--- src/rtl/imem_loader_pkg.sv ---
// Shared definitions for the boot-time instruction-memory loader.
// Frame: SYNC, LEN_HI, LEN_LO, payload (big-endian words), XOR checksum.
package imem_loader_pkg;

  typedef enum logic [2:0] {
    IDLE,
    LEN_HI,
    LEN_LO,
    DATA,
    CHK,
    DONE,
    ERR
  } state_t;

  localparam logic [7:0] SYNC_BYTE = 8'hA5;
  localparam int         LEN_W     = 16;

endpackage

--- src/rtl/imem_loader_word_packer.sv ---
// Packs accepted bytes MSB-first into M-bit words; word_valid fires
// combinationally together with the byte that completes a word.
module imem_loader_word_packer #(
  parameter int M = 32
) (
  input  logic         clk,
  input  logic         rst,
  input  logic         clear,
  input  logic         byte_valid,
  input  logic [7:0]   byte_data,
  output logic         word_valid,
  output logic [M-1:0] word
);

  localparam int BPW = M / 8;
  localparam int CW  = $clog2(BPW + 1);

  logic [CW-1:0] cnt;

  assign word_valid = byte_valid && (cnt == CW'(BPW - 1));

  always_ff @(posedge clk) begin
    if (rst || clear) begin
      cnt <= '0;
    end else if (byte_valid) begin
      cnt <= word_valid ? '0 : cnt + 1'b1;
    end
  end

  // Only the first BPW-1 bytes need storing; the last one is used directly.
  if (M > 8) begin : g_multi
    logic [M-9:0] shreg;

    assign word = {shreg, byte_data};

    always_ff @(posedge clk) begin
      if (rst || clear) begin
        shreg <= '0;
      end else if (byte_valid) begin
        shreg <= word[M-9:0];
      end
    end
  end else begin : g_single
    assign word = byte_data;
  end

endmodule

--- src/rtl/imem_loader.sv ---
// Boot loader: parses a framed byte stream, writes words to instruction memory
// from address 0, and releases cpu_rst only after a good checksum.
module imem_loader
  import imem_loader_pkg::*;
#(
  parameter int N = 5,
  parameter int M = 32
) (
  input  logic         CLK,
  input  logic         RST,
  // Byte stream: a byte transfers on a rising edge where in_valid && in_ready.
  // in_ready is registered and never depends on in_valid.
  input  logic         in_valid,
  input  logic [7:0]   in_data,
  output logic         in_ready,
  output logic         mem_we,
  output logic [N-1:0] mem_addr,
  output logic [M-1:0] mem_wdata,
  output logic         cpu_rst,
  output logic         done,
  output logic         err,
  output state_t       dbg_state
);

  localparam int unsigned CAP = 2 ** N;

  state_t           state;
  logic [7:0]       len_hi;
  logic [7:0]       chk;
  logic [LEN_W-1:0] len;
  logic [LEN_W-1:0] len_now;
  logic [N:0]       addr;
  logic             accept;
  logic             sync_hit;
  logic             pk_valid;
  logic             word_valid;
  logic             last_word;
  logic [M-1:0]     word;

  assign dbg_state = state;
  assign accept    = in_valid && in_ready;
  assign sync_hit  = accept && ((state == IDLE) || (state == DONE)) && (in_data == SYNC_BYTE);
  assign pk_valid  = accept && (state == DATA);
  assign len_now   = {len_hi, in_data};
  // The counter is one bit wider than the address so L = 2^N ends without wrapping.
  assign last_word = (LEN_W'(addr) + LEN_W'(1)) == len;

  imem_loader_word_packer #(.M(M)) u_word_packer (
    .clk        (CLK),
    .rst        (RST),
    .clear      (sync_hit),
    .byte_valid (pk_valid),
    .byte_data  (in_data),
    .word_valid (word_valid),
    .word       (word)
  );

  always_ff @(posedge CLK) begin
    if (RST) begin
      state     <= IDLE;
      len_hi    <= '0;
      len       <= '0;
      chk       <= '0;
      addr      <= '0;
      in_ready  <= 1'b0;
      mem_we    <= 1'b0;
      mem_addr  <= '0;
      mem_wdata <= '0;
      cpu_rst   <= 1'b1;
      done      <= 1'b0;
      err       <= 1'b0;
    end else begin
      in_ready <= 1'b1;
      mem_we   <= 1'b0;
      if (sync_hit) begin
        state   <= LEN_HI;
        cpu_rst <= 1'b1;
        done    <= 1'b0;
        chk     <= '0;
        addr    <= '0;
      end else if (accept) begin
        case (state)
          LEN_HI: begin
            len_hi <= in_data;
            state  <= LEN_LO;
          end
          LEN_LO: begin
            len <= len_now;
            if (32'(len_now) > CAP) begin
              state    <= ERR;
              err      <= 1'b1;
              in_ready <= 1'b0;
            end else if (len_now == '0) begin
              state <= CHK;
            end else begin
              state <= DATA;
            end
          end
          DATA: begin
            chk <= chk ^ in_data;
            if (word_valid) begin
              mem_we    <= 1'b1;
              mem_addr  <= addr[N-1:0];
              mem_wdata <= word;
              addr      <= addr + 1'b1;
              if (last_word) state <= CHK;
            end
          end
          CHK: begin
            if (in_data == chk) begin
              state   <= DONE;
              done    <= 1'b1;
              cpu_rst <= 1'b0;
            end else begin
              state    <= ERR;
              err      <= 1'b1;
              in_ready <= 1'b0;
            end
          end
          default: begin
          end
        endcase
      end
      // ERR is only left through RST; the stream stays blocked meanwhile.
      if (state == ERR) in_ready <= 1'b0;
    end
  end

endmodule

--- config.mk ---
export PLATFORM = sky130hd
export DESIGN_NAME = imem_loader
export DESIGN_NICKNAME = d
export VERILOG_FILES = /design/src/rtl/imem_loader_pkg.sv /design/src/rtl/imem_loader_word_packer.sv /design/src/rtl/imem_loader.sv
export SDC_FILE = /design/constraint.sdc
export NUM_CORES = 1
export LEC_CHECK = 0
export ABC_AREA = 1
export CAP_MARGIN = 20
export CORE_ASPECT_RATIO = 1.4
export CORE_UTILIZATION = 55
export CTS_BUF_LIST = sky130_fd_sc_hd__clkbuf_4 sky130_fd_sc_hd__clkbuf_8
export CTS_CLUSTER_DIAMETER = 60
export DETAILED_ROUTE_END_ITERATION = 8
export GPL_TIMING_DRIVEN = 0
export PLACE_DENSITY = 0.88
export SYNTH_ARGS = -nofsm -noshare
export SYNTH_HDL_FRONTEND = slang
export SYNTH_HIERARCHICAL = 1
export SYNTH_SLANG_ARGS = --single-unit
--- constraint.sdc ---
create_clock -name CLK -period 2.8 [get_ports CLK]
set_input_delay 0.28 -clock CLK [delete_from_list [all_inputs] [get_ports CLK]]
set_output_delay 0.28 -clock CLK [all_outputs]
set_load 0.02 [all_outputs]
Word-level counts from Yosys, hierarchy flattened
Index checks and enable logic that the tools add are counted.
{"block": "classes", "eq_ne": 16, "muxes": 18, "reduce_logical": 25, "n_addsub": 3, "n_bitwise": 4, "n_lt_le_gt_ge": 1}
{"cell": "$eq A7 B16 Y1", "n": 1}
{"cell": "$gt A16 B6 Y1 const B", "n": 1}
{"cell": "$logic_not A16 Y1", "n": 1}
{"cell": "$mux W3", "n": 5}
{"cell": "$pmux W3 S4", "n": 1}
{"cell": "$reduce_and A3 Y1", "n": 4}
{"cell": "$reduce_and A4 Y1", "n": 3}
{"cell": "$eq A3 B2 Y1 const B", "n": 3}
{"cell": "$eq A3 B3 Y1 const B", "n": 3}
{"cell": "$mux W1", "n": 9}
{"cell": "$eq A8 B8 Y1", "n": 1}
{"cell": "$eq A8 B8 Y1 const B", "n": 1}
{"cell": "$xor A8 B8 Y8", "n": 1}
{"cell": "$add A6 B1 Y7 const B", "n": 1}
{"cell": "$add A6 B1 Y6 const B", "n": 1}
{"cell": "$ne A2 B2 Y1 const B", "n": 3}
{"cell": "$logic_and A1 B1 Y1", "n": 5}
{"cell": "$reduce_and A5 Y1", "n": 1}
{"cell": "$reduce_bool A5 Y1", "n": 1}
{"cell": "$pmux W1 S2", "n": 2}
{"cell": "$reduce_bool A2 Y1", "n": 2}
{"cell": "$reduce_bool A4 Y1", "n": 1}
{"cell": "$reduce_or A2 Y1", "n": 2}
{"cell": "$reduce_or A4 Y1", "n": 1}
{"cell": "other kinds (10)", "n": 13}
{"block": "totals", "elab_cells": 82, "ff_bits": 110, "output_inout_bits": 45}

Depth between registers and ports, before layout
Gate-level depths: netlist (run 1).
{"block": "depth", "ltp_word": 7, "mapped_depth": 16}

By module
The synthesis (run 1) kept the hierarchy.
{"mod": "imem_loader", "cells_per_inst": 486, "area_each_um2": 3549.7, "instances": 1, "seq_area_each_um2": 1661.6}
{"mod": "imem_loader_word_packer", "cells_per_inst": 130, "area_each_um2": 1154.9, "instances": 1, "seq_area_each_um2": 540.5}

Least setup slack after synthesis (run 1)
No wires, ideal clock.
{"block": "synth_timing", "path_kind": "register -> register", "from": "register state[1], in the netlist dbg_state[1]", "to": "register state[0], in the netlist dbg_state[0]", "n_path_buf": 1, "path_stages_with_launch": 17, "setup_slack_ns": 0.641, "setup_time_ns": 0.116, "required_ns": 2.684, "synth_period_minus_slack_ns": 2.159, "t_arrival_ns": 2.043, "path_cell_list": "dfxtp_1 -> inv_2 -> nor3_2 -> inv_2 -> nor2_8 -> buf_6 -> nand3_1 -> inv_1 -> nand2_1 -> nor3_1 -> nand3_1 -> nor2_1 -> nand4_1 -> nand2_1 -> nand2_1 -> nand2_1 -> a21oi_1"}
{"block": "synth_between", "word_cells_on_any_way": 19}
{"element": "start, declared", "line": "imem_loader.sv:27", "text": "state_t state;"}
{"element": "start signal, assigned", "line": "imem_loader.sv:60", "text": "state <= IDLE;"}
{"element": "start signal, assigned", "line": "imem_loader.sv:76", "text": "state <= LEN_HI;"}
{"element": "start signal, assigned", "line": "imem_loader.sv:85", "text": "state <= LEN_LO;"}
{"element": "$eq A3 B2 Y1", "line": "imem_loader.sv:43", "text": "assign pk_valid = accept && (state == DATA);"}
{"element": "$logic_and A1 B1 Y1", "line": "imem_loader.sv:43"}
{"element": "via pk_valid", "line": "imem_loader.sv:35", "text": "logic pk_valid;"}
{"element": "$logic_and A1 B1 Y1", "line": "imem_loader_word_packer.sv:20", "text": "assign word_valid = byte_valid && (cnt == CW'(BPW - 1));"}
{"element": "via word_valid", "line": "imem_loader.sv:36", "text": "logic word_valid;"}
{"element": "$ne A3 B1 Y1 (no line)"}
{"element": "$reduce_and A4 Y1 (no line)"}
The timed path passes the listed nets, and every way through them passes these cells. The select of a mux whose other input is x is not followed.
A chain may end at the register's enable or synchronous reset.

Final worst setup path (run 1)
{"block": "layout_timing", "from": "register state[2], in the netlist dbg_state[2]", "to": "register state[2], in the netlist dbg_state[2]"}
{"block": "layout_between", "elab_chain_len": 5, "word_cells_on_any_way": 17}
{"element": "$eq A3 B2 Y1", "line": "imem_loader.sv:43"}
{"element": "$logic_and A1 B1 Y1", "line": "imem_loader.sv:43"}
{"element": "via pk_valid", "line": "imem_loader.sv:35"}
{"element": "$logic_and A1 B1 Y1", "line": "imem_loader_word_packer.sv:20"}
{"element": "via word_valid", "line": "imem_loader.sv:36"}
{"element": "$ne A2 B1 Y1 (no line)"}
{"element": "$reduce_and A4 Y1 (no line)"}
The timed path passes the listed nets, and every way through them passes these cells.

==> impl_metrics.json, run 1 <==
{
  "detail_route.vias_per_cell": 5.43,
  "final_hold_viol_count": 0,
  "floorplan.io_pins": 56,
  "post_cts_hold_buffer_count": 0,
  "drt_first_pass_iters": 5,
  "power.clock.fraction_pct": 37.1,
  "powerDensity_nw_per_um2": 478,
  "power.share.switching_pct": 24.1,
  "cts_num_sinks": 110,
  "antenna_found_initial": 0,
  "dieHeight_microns": 111,
  "max-clock-path-buffers": 2,
  "drt-total-wl_microns": 11400,
  "fin_skew_ns": 0.00986,
  "critical_path_source_type": "flip-flop",
  "filler_cell_count": 656,
  "path_clk_slew_ns": 0.10,
  "max-vdd-ir-drop_mv": 0.428,
  "diodes": 0,
  "grt-ovfl-total": 0,
  "postSynthRegisterBits": 110,
  "place.port_buffers": 55,
  "layout.cells.most_common_list": "109 x sky130_fd_sc_hd__nand2_1, 109 x sky130_fd_sc_hd__dfxtp_1, 107 x sky130_fd_sc_hd__nor2_1",
  "slew_headroom_pct": 63.4,
  "power.static_leakage_nw": 2.05,
  "maximum_operating_frequency_mhz": 379,
  "synth_area_per_cell_sq_um": 7.64,
  "internal-power_mw": 2.03,
  "finalWorstPathRequiredPeriod_ns": 2.64,
  "area.growth.synth_to_final_pct": 18.9,
  "ys_dominant_reg_cell": "sky130_fd_sc_hd__dfxtp_1",
  "synth_cell_type_count": 35,
  "endpoint_kind": "flip-flop",
  "dieArea_sq_um": 8930,
  "maxCapViolations": 0,
  "p_switching_uw": 646,
  "final_layout_size_suffix_gt1_share_pct": 13.4,
  "setup_total_negative_slack_ns": 0,
  "chipWidth_microns": 80.2,
  "synth_seq_area_share_pct": 46.8,
  "clockRootBuffer": "sky130_fd_sc_hd__clkbuf_8",
  "initial_utilization_pct": 57.0,
  "core-area_sq_um": 8250,
  "period_share_pct": 94.3,
  "holdCritPathClass": "flip-flop to flip-flop",
  "tritoncts": "done",
  "detailroute.via_count": 4293,
  "count_of_flip_flops_with_a_built_in_enable_after_synthesis": 0,
  "gp_congestion": 0.929,
  "tightest_slew_ns": 0.549,
  "postSynth.asyncResetShare_pct": 0,
  "detail-route-antenna-nets": 0,
  "clock_latency_ns": 0.39,
  "rsz0062_at_grt": "no",
  "cts_bufs_inserted": 9,
  "timing.critical_path.required_ns": 3.11,
  "setup-violations-final": 0,
  "path_class": "flip-flop to flip-flop",
  "wl_per_cell_microns": 14.4,
  "yosys_warnings": 6,
  "total_power_mw": 2.68,
  "crit_arrival_ns": 2.95,
  "worst_path_fanout_max": 10,
  "postSynthNetCount": 629,
  "power.sequential.fraction_pct": 58.5,
  "num-nets-final": 696,
  "comb_power_share_pct": 4.5,
  "core.rowCount": 39,
  "detailedRoute.firstIterationViolations": 303,
  "grt_pass1_vias": 4228,
  "track_usage_pct": 27.5,
  "synth_cells": 616,
  "synthesis.area_sq_um": 4700,
  "place.detailed.hpwl_microns": 8330,
  "cts.htree.levels": 3,
  "drv_slew": 0,
  "wire_length_of_the_first_global_routing_pass_microns": 19000,
  "grt_start_max_net_pins": 20,
  "post-route-drc-count": 0,
  "run_status": "completed"
}
-- final timing paths --
check	start	to	slack, ns	cells after the start
setup / recovery	dbg_state[2]	dbg_state[2]	0.16	15
hold / removal	u_word_packer/cnt[2]	u_word_packer/cnt[2]	0.45	2
hold reg to reg	u_word_packer/cnt[2]	u_word_packer/cnt[2]	0.45	2
setup reg to reg	dbg_state[2]	dbg_state[2]	0.16	15
-- worst max-delay path, stage by stage (launching register included) --
cell and delay [ns]:
sky130_fd_sc_hd__dfxtp_1 0.32, sky130_fd_sc_hd__clkbuf_2 0.16, sky130_fd_sc_hd__nor3_2 0.20, sky130_fd_sc_hd__inv_2 0.10, sky130_fd_sc_hd__nor2_8 0.18, sky130_fd_sc_hd__buf_6 0.19, sky130_fd_sc_hd__nand3_1 0.11, sky130_fd_sc_hd__inv_1 0.16
sky130_fd_sc_hd__nand2_1 0.08, sky130_fd_sc_hd__nor3_1 0.16, sky130_fd_sc_hd__nand3_1 0.10, sky130_fd_sc_hd__nor2_1 0.13, sky130_fd_sc_hd__nand4_1 0.22, sky130_fd_sc_hd__nand2_1 0.18, sky130_fd_sc_hd__nand3_1 0.10, sky130_fd_sc_hd__a21oi_1 0.16
-- cell usage after synthesis, types with 7 or more instances --
master                     instances  area, sq um
sky130_fd_sc_hd__a21oi_2          20          175
sky130_fd_sc_hd__clkbuf_1         10         37.5
sky130_fd_sc_hd__dfxtp_1         110         2200
sky130_fd_sc_hd__nand3_1          22          110
sky130_fd_sc_hd__nand2_1         109          409
sky130_fd_sc_hd__a21oi_1          50          250
sky130_fd_sc_hd__inv_1            43          161
sky130_fd_sc_hd__buf_6             7         78.8
sky130_fd_sc_hd__nand2_2          11         68.8
sky130_fd_sc_hd__buf_4            13         97.6
sky130_fd_sc_hd__o21ai_0          56          280
sky130_fd_sc_hd__nand4_1           9         56.3
sky130_fd_sc_hd__nor2_1          107          402
-- cell type report --
| class | instances | area, sq um | share of cell area (%) |
|---|---|---|---|
| sequential | 110 | 2200 | 39.4 |
| buffer | 36 | 269 | 4.81 |
| clock buffer | 9 | 124 | 2.21 |
| tap | 102 | 128 | 2.28 |
| timing repair buffer | 56 | 558 | 9.97 |
| clock inverter | 7 | 80.1 | 1.43 |
| inverter | 50 | 189 | 3.38 |
| multi-input combinational | 420 | 2040 | 36.5 |
-- registers in the layout (all words and copies together) (netlist names) --
name,count
addr,6
chk,8
cpu_rst,1
dbg_state,3
done,1
err,1
in_ready,1
len,16
len_hi,8
mem_addr,5
mem_wdata,32
mem_we,1
u_word_packer/cnt,3
u_word_packer/g_multi.shreg,24
-- per-stage QoR --
step / utilization [%] / instance area, sq um / std cells / worst slack [ns] / hold slack [ns]
2_1_floorplan: - / 4700 / 616 / 0.641 / 0.349
3_3_place_gp: 65.3 / 5380 / 773 / 0.104 / 0.427
3_5_place_dp: 65.3 / 5380 / 773 / 0.0314 / 0.437
4_1_cts: 67.7 / 5590 / 789 / 0.180 / 0.451
5_1_grt: 67.9 / 5600 / 790 / 0.00928 / 0.484
6_report: 67.9 / 5600 / 790 / 0.160 / 0.450
-- power by group through the flow --
stage	Sequential (mW)	Combinational [mW]	Clock (mW)
floorplan	1.60	0.0623	0
global placement	1.60	0.114	0
detailed placement	1.60	0.116	0
CTS	1.56	0.117	0.999
global route	1.57	0.128	1.08
finish	1.56	0.120	0.992
-- cell families (layout without fill, tap and decap cells) --
kind of cell             count (synthesis)  count (layout)  synth area share [%]
AO/OA/AOI/OAI                          132             132                  15.9
XOR/XNOR                                 9               9                  1.68
buffers and inverters                   86             158                  9.73
flip-flops                             110             110                  46.8
AND/OR/NAND/NOR                        277             277                  25.3
adder cells (fa/ha/maj)                  2               2                 0.532
-- timing repair --
action / 4_1_cts / 5_1_grt
resized for setup: 0 / 1
setup endpoints to repair: 0 / 3
buffers inserted: 0 / 1
-- per-layer routing --
layer	global-route usage, %	share of wire (%)	routed length [microns]	vias to the layer above
met2	45.6	48	5460	171
met3	5.08	6.5	743	57
met4	19.9	6.3	715	0
met5	0	0	0	-
li1	-	-	-	2113
met1	30.9	39	4470	1952
No activity file was read; power rests on OpenSTA's default activity.
==> inputs of run 2 (changes only) <==
CAP_MARGIN = not set   (was 20)
GPL_ROUTABILITY_DRIVEN = 0   (was not set)
HOLD_SLACK_MARGIN = 0.15   (was not set)
==> run 2 against run 1 <==
  * Clock power is 3.3% lower
  * Design area rose by 0.34%
  * Sequential power is essentially flat
  * Register-to-register slack improved by 0.05 ns
  * Die area did not move
  * Clock skew is 0.00057 ns higher
  * First-iteration DRC count rose by 45%
  * Cell count increased by 0.25%
  * Routed wire length grew 1.8%
  * Via count grew 1.3%
  * Largest cell class unchanged
  * Highest routed layer unchanged
==> impl_metrics.json, run 2 (same netlist as run 1, synthesis figures left out) <==
{
  "run_status": "completed",
  "critical_path_source_type": "flip-flop",
  "power.share.switching_pct": 23.6,
  "maximum_operating_frequency_mhz": 386,
  "critical_path.top_delay_family": "simple AND/OR/NAND/NOR gates",
  "chipWidth_microns": 80.2,
  "fin_skew_ns": 0.0104,
  "drt_first_pass_iters": 6,
  "area.growth.synth_to_final_pct": 19.3,
  "timing.critical_path.mode_cell": "sky130_fd_sc_hd__nand2_1",
  "worst_path_fanout_max": 10,
  "layout.cells.most_common_list": "108 x sky130_fd_sc_hd__nand2_1, 108 x sky130_fd_sc_hd__dfxtp_1, 107 x sky130_fd_sc_hd__nor2_1",
  "period_share_pct": 92.6,
  "tightest_slew_ns": 0.536,
  "timing.critical_path.required_ns": 3.06,
  "track_usage_pct": 27.2,
  "hold_depth": 2,
  "p_switching_uw": 624,
  "internal-power_mw": 2.02,
  "clock_latency_ns": 0.38,
  "cts_bufs_inserted": 9,
  "final_hold_viol_count": 0,
  "grt_start_max_net_pins": 19,
  "core-area_sq_um": 8250,
  "path_clk_slew_ns": 0.10,
  "slack_of_the_worst_reg_to_reg_path_ns": 0.21,
  "initial_utilization_pct": 57.0,
  "antenna_found_initial": 0,
  "placed_area_sq_um": 5380,
  "post_cts_hold_buffer_count": 0,
  "reg2reg_depth": 16,
  "detail-route-antenna-nets": 0,
  "wire_length_of_the_first_global_routing_pass_microns": 18800,
  "num-nets-final": 699,
  "critical_path.n_buffers_inverters": 4,
  "rsz0062_at_grt": "no",
  "slew_headroom_pct": 64.3,
  "dieHeight_microns": 111,
  "tritoncts": "done",
  "final_standard_cell_area_without_fillers_sq_um": 5610,
  "largest_stage_delay_on_the_critical_path_ns": 0.33,
  "path_class": "flip-flop to flip-flop",
  "max-clock-path-buffers": 2,
  "detailroute.via_count": 4350,
  "power.clock.fraction_pct": 36.3,
  "filler_cell_count": 645,
  "setup-violations-final": 0,
  "detailedRoute.firstIterationViolations": 440,
  "regMostFlops": "mem_wdata",
  "powerDensity_nw_per_um2": 471,
  "finalWorstPathRequiredPeriod_ns": 2.59,
  "floorplan.io_pins": 56,
  "top_regs": "mem_wdata: 32 flops, u_word_packer/g_multi.shreg: 24 flops, len: 16 flops",
  "drt-total-wl_microns": 11600,
  "clockRootBuffer": "sky130_fd_sc_hd__clkbuf_8",
  "comb_power_share_pct": 4.6,
  "power.sequential.fraction_pct": 59.2,
  "diodes": 0,
  "crit_arrival_ns": 2.85,
  "r2r_end": "dbg_state[0]",
  "detail_route.vias_per_cell": 5.49,
  "core.rowCount": 39,
  "crit_slowest_cell": "sky130_fd_sc_hd__dfxtp_1",
  "cts_num_sinks": 110,
  "grt-ovfl-total": 0,
  "hold-path-endpoint": "len[7]",
  "max-vdd-ir-drop_mv": 0.313,
  "min-delay-start": "len[7]",
  "reg2reg_from": "dbg_state[2]",
  "power.static_leakage_nw": 2.06,
  "crit_path_cell_trace": "clkbuf_2 > nor3_2 > inv_2 > nor2_8 > buf_6 > nand3_1 > inv_2 > nand2_1 > nor3_1 > nand3_1 > nor2_1 > nand4_1 > nand2_2 > nand2_1 > nand2_1 > a21oi_1",
  "post-route-drc-count": 0,
  "largest_register_ffs": 32,
  "dieArea_sq_um": 8930,
  "final_layout_size_suffix_gt1_share_pct": 14.1,
  "maxCapViolations": 0,
  "drv_slew": 0,
  "cts.htree.levels": 3,
  "place.detailed.hpwl_microns": 8320,
  "holdCritPathClass": "flip-flop to flip-flop",
  "place.port_buffers": 55,
  "place_ws_ns": -0.00782,
  "grt_pass1_vias": 4101,
  "endpoint_kind": "flip-flop",
  "smallest_setup_slack_after_layout_ns": 0.207,
  "wl_per_cell_microns": 14.6
}
## run 2: changes by cell type in the layout (fill, tap and decap cells not counted), sizes merged
cell | before | now
clkinv | 3 | 4
buf | 26 | 29
inv | 52 | 50
## run 2: what timing repair did
item,4_1_cts,5_1_grt
gates resized for setup,0,4
endpoints found under the setup margin,0,3
setup buffers,0,4
## run 2: layer usage
| layer | GRT usage, % | share of wire, % | routed length [microns] |
|---|---|---|---|
| met1 | 31.9 | 41 | 4720 |
| met2 | 45.3 | 49 | 5700 |
| met3 | 5.08 | 5.9 | 679 |
| met4 | 16.3 | 4.2 | 489 |
| met5 | 0 | 0 | 0 |
## run 2: worst max-delay path by stage
stage,slack (ns),to,cells past startpoint,from
floorplan,0.64,dbg_state[0],16,dbg_state[1]
global placement,0.10,dbg_state[0],15,in_valid
detailed placement,-0.008,dbg_state[0],15,in_valid
CTS,0.15,dbg_state[0],16,dbg_state[1]
global route,0.005,dbg_state[2],15,dbg_state[2]
finish,0.21,dbg_state[0],16,dbg_state[2]
## run 2: power by group through the flow
stage | clock network [mW] | registers [mW] | logic [mW]
5_1_grt | 1.03 | 1.57 | 0.131
6_report | 0.959 | 1.56 | 0.121
4_1_cts | 0.964 | 1.56 | 0.118
3_5_place_dp | 0 | 1.60 | 0.117
3_3_place_gp | 0 | 1.60 | 0.113
2_1_floorplan | 0 | 1.60 | 0.0623
## run 2: layout make-up
cell class / instances / area, sq um / area share [%]
repair buffers: 59 / 581 / 10.3
inverters: 50 / 189 / 3.37
flip-flops and latches: 110 / 2200 / 39.3
well taps: 102 / 128 / 2.27
plain buffers: 36 / 269 / 4.79
clock inverters: 6 / 72.6 / 1.29
clock buffers: 9 / 124 / 2.21
multi-input cells: 420 / 2050 / 36.5
## run 2: worst min-delay path, stage by stage, from the launching register on
cell,delay [ns]
sky130_fd_sc_hd__dfxtp_1,0.33
sky130_fd_sc_hd__inv_1,0.05
sky130_fd_sc_hd__a21oi_1,0.05
## run 2: stage by stage
step                total power, mW  utilization [%]  TNS [ns]  hold WS (ns)  cells
floorplan                      1.66                -         0         0.349    616
global placement               1.71             65.3         0         0.426    773
detailed placement             1.72             65.3  -0.00782         0.433    773
CTS                            2.65             67.7         0         0.455    788
global route                   2.73             68.1         0         0.465    792
finish                         2.65             68.1         0         0.457    792
==> inputs of run 3 (changes only) <==
--- a/config.mk
+++ b/config.mk
@@ -14,3 +14,2 @@
 export GPL_ROUTABILITY_DRIVEN = 0
-export GPL_TIMING_DRIVEN = 0
 export HOLD_SLACK_MARGIN = 0.15
--- a/constraint.sdc
+++ b/constraint.sdc
@@ -3,2 +3,2 @@
 set_output_delay 0.28 -clock CLK [all_outputs]
-set_load 0.02 [all_outputs]
+set_load 0.1 [all_outputs]
==> run 3 against run 2 <==
  * Core utilization shrank 3.8 points
  * Critical endpoint unchanged
  * Critical path type unchanged
  * Cell count fell by 3.4%
  * Routed wire length down 5.7%
  * Highest routed layer unchanged
  * Largest power group unchanged
  * Sequential power about the same
  * First-iteration DRC count shrank 28%
  * Fmax increased by 14%
  * Sequential cell count did not move
==> impl_metrics.json, run 3 (same netlist as run 1, synthesis figures left out) <==
{
  "run_status": "completed",
  "maxCapViolations": 0,
  "dp.cells": 749,
  "detailroute.via_count": 4132,
  "hold-path-endpoint": "u_word_packer/cnt[2]",
  "place.detailed.hpwl_microns": 7820,
  "diodes": 0,
  "max-clock-path-buffers": 2,
  "path_clk_slew_ns": 0.10,
  "period_share_pct": 81.5,
  "finish.utilization_pct": 64.3,
  "setup_total_negative_slack_ns": 0,
  "powerDensity_nw_per_um2": 493,
  "detail-route-antenna-nets": 0,
  "dieHeight_microns": 111,
  "top_regs": "mem_wdata: 32 flops, u_word_packer/g_multi.shreg: 24 flops, len: 16 flops",
  "worst_path_fanout_max": 8,
  "layout.cells.most_common_list": "110 x sky130_fd_sc_hd__dfxtp_1, 109 x sky130_fd_sc_hd__nand2_1, 107 x sky130_fd_sc_hd__nor2_1",
  "cts.repair_timing.setup_buffer_count": 0,
  "wire_length_of_the_first_global_routing_pass_microns": 18100,
  "largest_register_ffs": 32,
  "core.rowCount": 39,
  "min-delay-start": "u_word_packer/cnt[2]",
  "area.growth.synth_to_final_pct": 12.7,
  "core-area_sq_um": 8250,
  "reg2reg_from": "dbg_state[1]",
  "detailedRoute.firstIterationViolations": 319,
  "initial_utilization_pct": 57.0,
  "cts_num_sinks": 110,
  "final_standard_cell_area_without_fillers_sq_um": 5300,
  "crit_arrival_ns": 2.55,
  "crit_slowest_cell": "sky130_fd_sc_hd__dfxtp_1",
  "chipWidth_microns": 80.2,
  "timing.critical_path.mode_cell": "sky130_fd_sc_hd__nand2_1",
  "largest_stage_delay_on_the_critical_path_ns": 0.49,
  "cts_bufs_inserted": 9,
  "clock_latency_ns": 0.37,
  "slack_of_the_worst_reg_to_reg_path_ns": 0.52,
  "drt_first_pass_iters": 8,
  "post_cts_resized": 0,
  "max-vdd-ir-drop_mv": 0.338,
  "endpoint_kind": "flip-flop",
  "post-route-drc-count": 0,
  "detail_route.vias_per_cell": 5.40,
  "hold_depth": 2,
  "setup-violations-final": 0,
  "most_common_library_cell_in_the_layout_ignoring_fill_and_taps": "sky130_fd_sc_hd__dfxtp_1",
  "place.port_buffers": 55,
  "dieArea_sq_um": 8930,
  "critical_path_source_type": "flip-flop",
  "placed_area_sq_um": 5100,
  "clockRootBuffer": "sky130_fd_sc_hd__clkbuf_8",
  "power.static_leakage_nw": 2.05,
  "timing.critical_path.required_ns": 3.07,
  "cts.htree.levels": 3,
  "grt_start_max_net_pins": 46,
  "r2r_end": "dbg_state[0]",
  "rsz0062_at_grt": "no",
  "crit_path_cell_trace": "inv_2 > nor3_2 > inv_2 > nor2_8 > nand3_1 > inv_1 > nand2_1 > nor3_1 > nand3_1 > nor2_1 > nand4_1 > nand2_1 > nand2_1 > nand2_1 > a21oi_1",
  "floorplan.io_pins": 56,
  "grt-ovfl-total": 0,
  "antenna_found_initial": 0,
  "tightest_slew_ns": 0.584,
  "post_cts_hold_buffer_count": 0,
  "num-nets-final": 671,
  "final_hold_viol_count": 0,
  "path_class": "flip-flop to flip-flop",
  "holdCritPathClass": "flip-flop to flip-flop",
  "maximum_operating_frequency_mhz": 438,
  "finalHoldWorstSlack_ns": 0.445,
  "reg2reg_depth": 15,
  "drv_slew": 0,
  "track_usage_pct": 25.9,
  "tritoncts": "done",
  "final_layout_size_suffix_gt1_share_pct": 18.3,
  "finalWorstPathRequiredPeriod_ns": 2.28,
  "fin_skew_ns": 0.0119,
  "wl_per_cell_microns": 14.3,
  "finish.cell_count_without_fillers": 765,
  "slew_headroom_pct": 61.0,
  "regMostFlops": "mem_wdata",
  "drt-total-wl_microns": 10900,
  "grt_pass1_vias": 3955
}
## run 3: cell count changes in the layout (fill, tap and decap cells not counted), sizes merged
| cell | previous run | this run |
|---|---|---|
| clkinv | 4 | 1 |
| clkdlybuf4s50 | 55 | 10 |
| buf | 29 | 57 |
| clkbuf | 20 | 13 |
| bufinv | 1 | 0 |
| inv | 50 | 51 |
## run 3: final cells by class
| class | instances | area (sq um) |
|---|---|---|
| clock inverters | 3 | 25.0 |
| multi-input cells | 420 | 2040 |
| clock buffers | 13 | 173 |
| inverters | 50 | 189 |
| well taps | 102 | 128 |
| flip-flops and latches | 110 | 2200 |
| repair buffers | 67 | 541 |
| fillers | 671 | 2950 |
## run 3: critical path, delay by kind of cell, from the launching register on
kind	cells	cell delay, ns
DFF	1	0.49
AOI/OAI and AO/OA	1	0.05
buffers and inverters	3	0.31
and+or+nand+nor	11	1.32
## run 3: power breakdown
part	switching, mW	internal [mW]	total, mW
logic	0.0796	0.0387	0.118
registers	0.000601	1.56	1.56
clock network	0.518	0.414	0.932
## run 3: metrics by stage
step / worst slack [ns] / power, mW
2_1_floorplan: 0.0215 / 1.67
4_1_cts: 0.581 / 2.63
3_3_place_gp: 0.399 / 1.72
3_5_place_dp: 0.348 / 1.72
5_1_grt: 0.210 / 2.70
6_report: 0.519 / 2.61
## run 3: layer usage
layer / GRT usage [%] / vias to the layer above / routed length, microns
li1: - / 2051 / -
met1: 30.5 / 1898 / 4460
met2: 44.0 / 154 / 5470
met3: 5.25 / 29 / 654
met4: 13.0 / 0 / 352
met5: 0 / - / 0
## run 3: worst max-delay path by stage
stage	from	end	slack, ns	cells past startpoint
floorplan	dbg_state[0]	dbg_state[0]	0.02	16
global placement	in_data[7]	len[11]	0.40	9
detailed placement	in_data[7]	len[12]	0.35	9
CTS	dbg_state[1]	dbg_state[0]	0.58	15
global route	dbg_state[1]	dbg_state[0]	0.21	15
finish	dbg_state[1]	dbg_state[0]	0.52	15
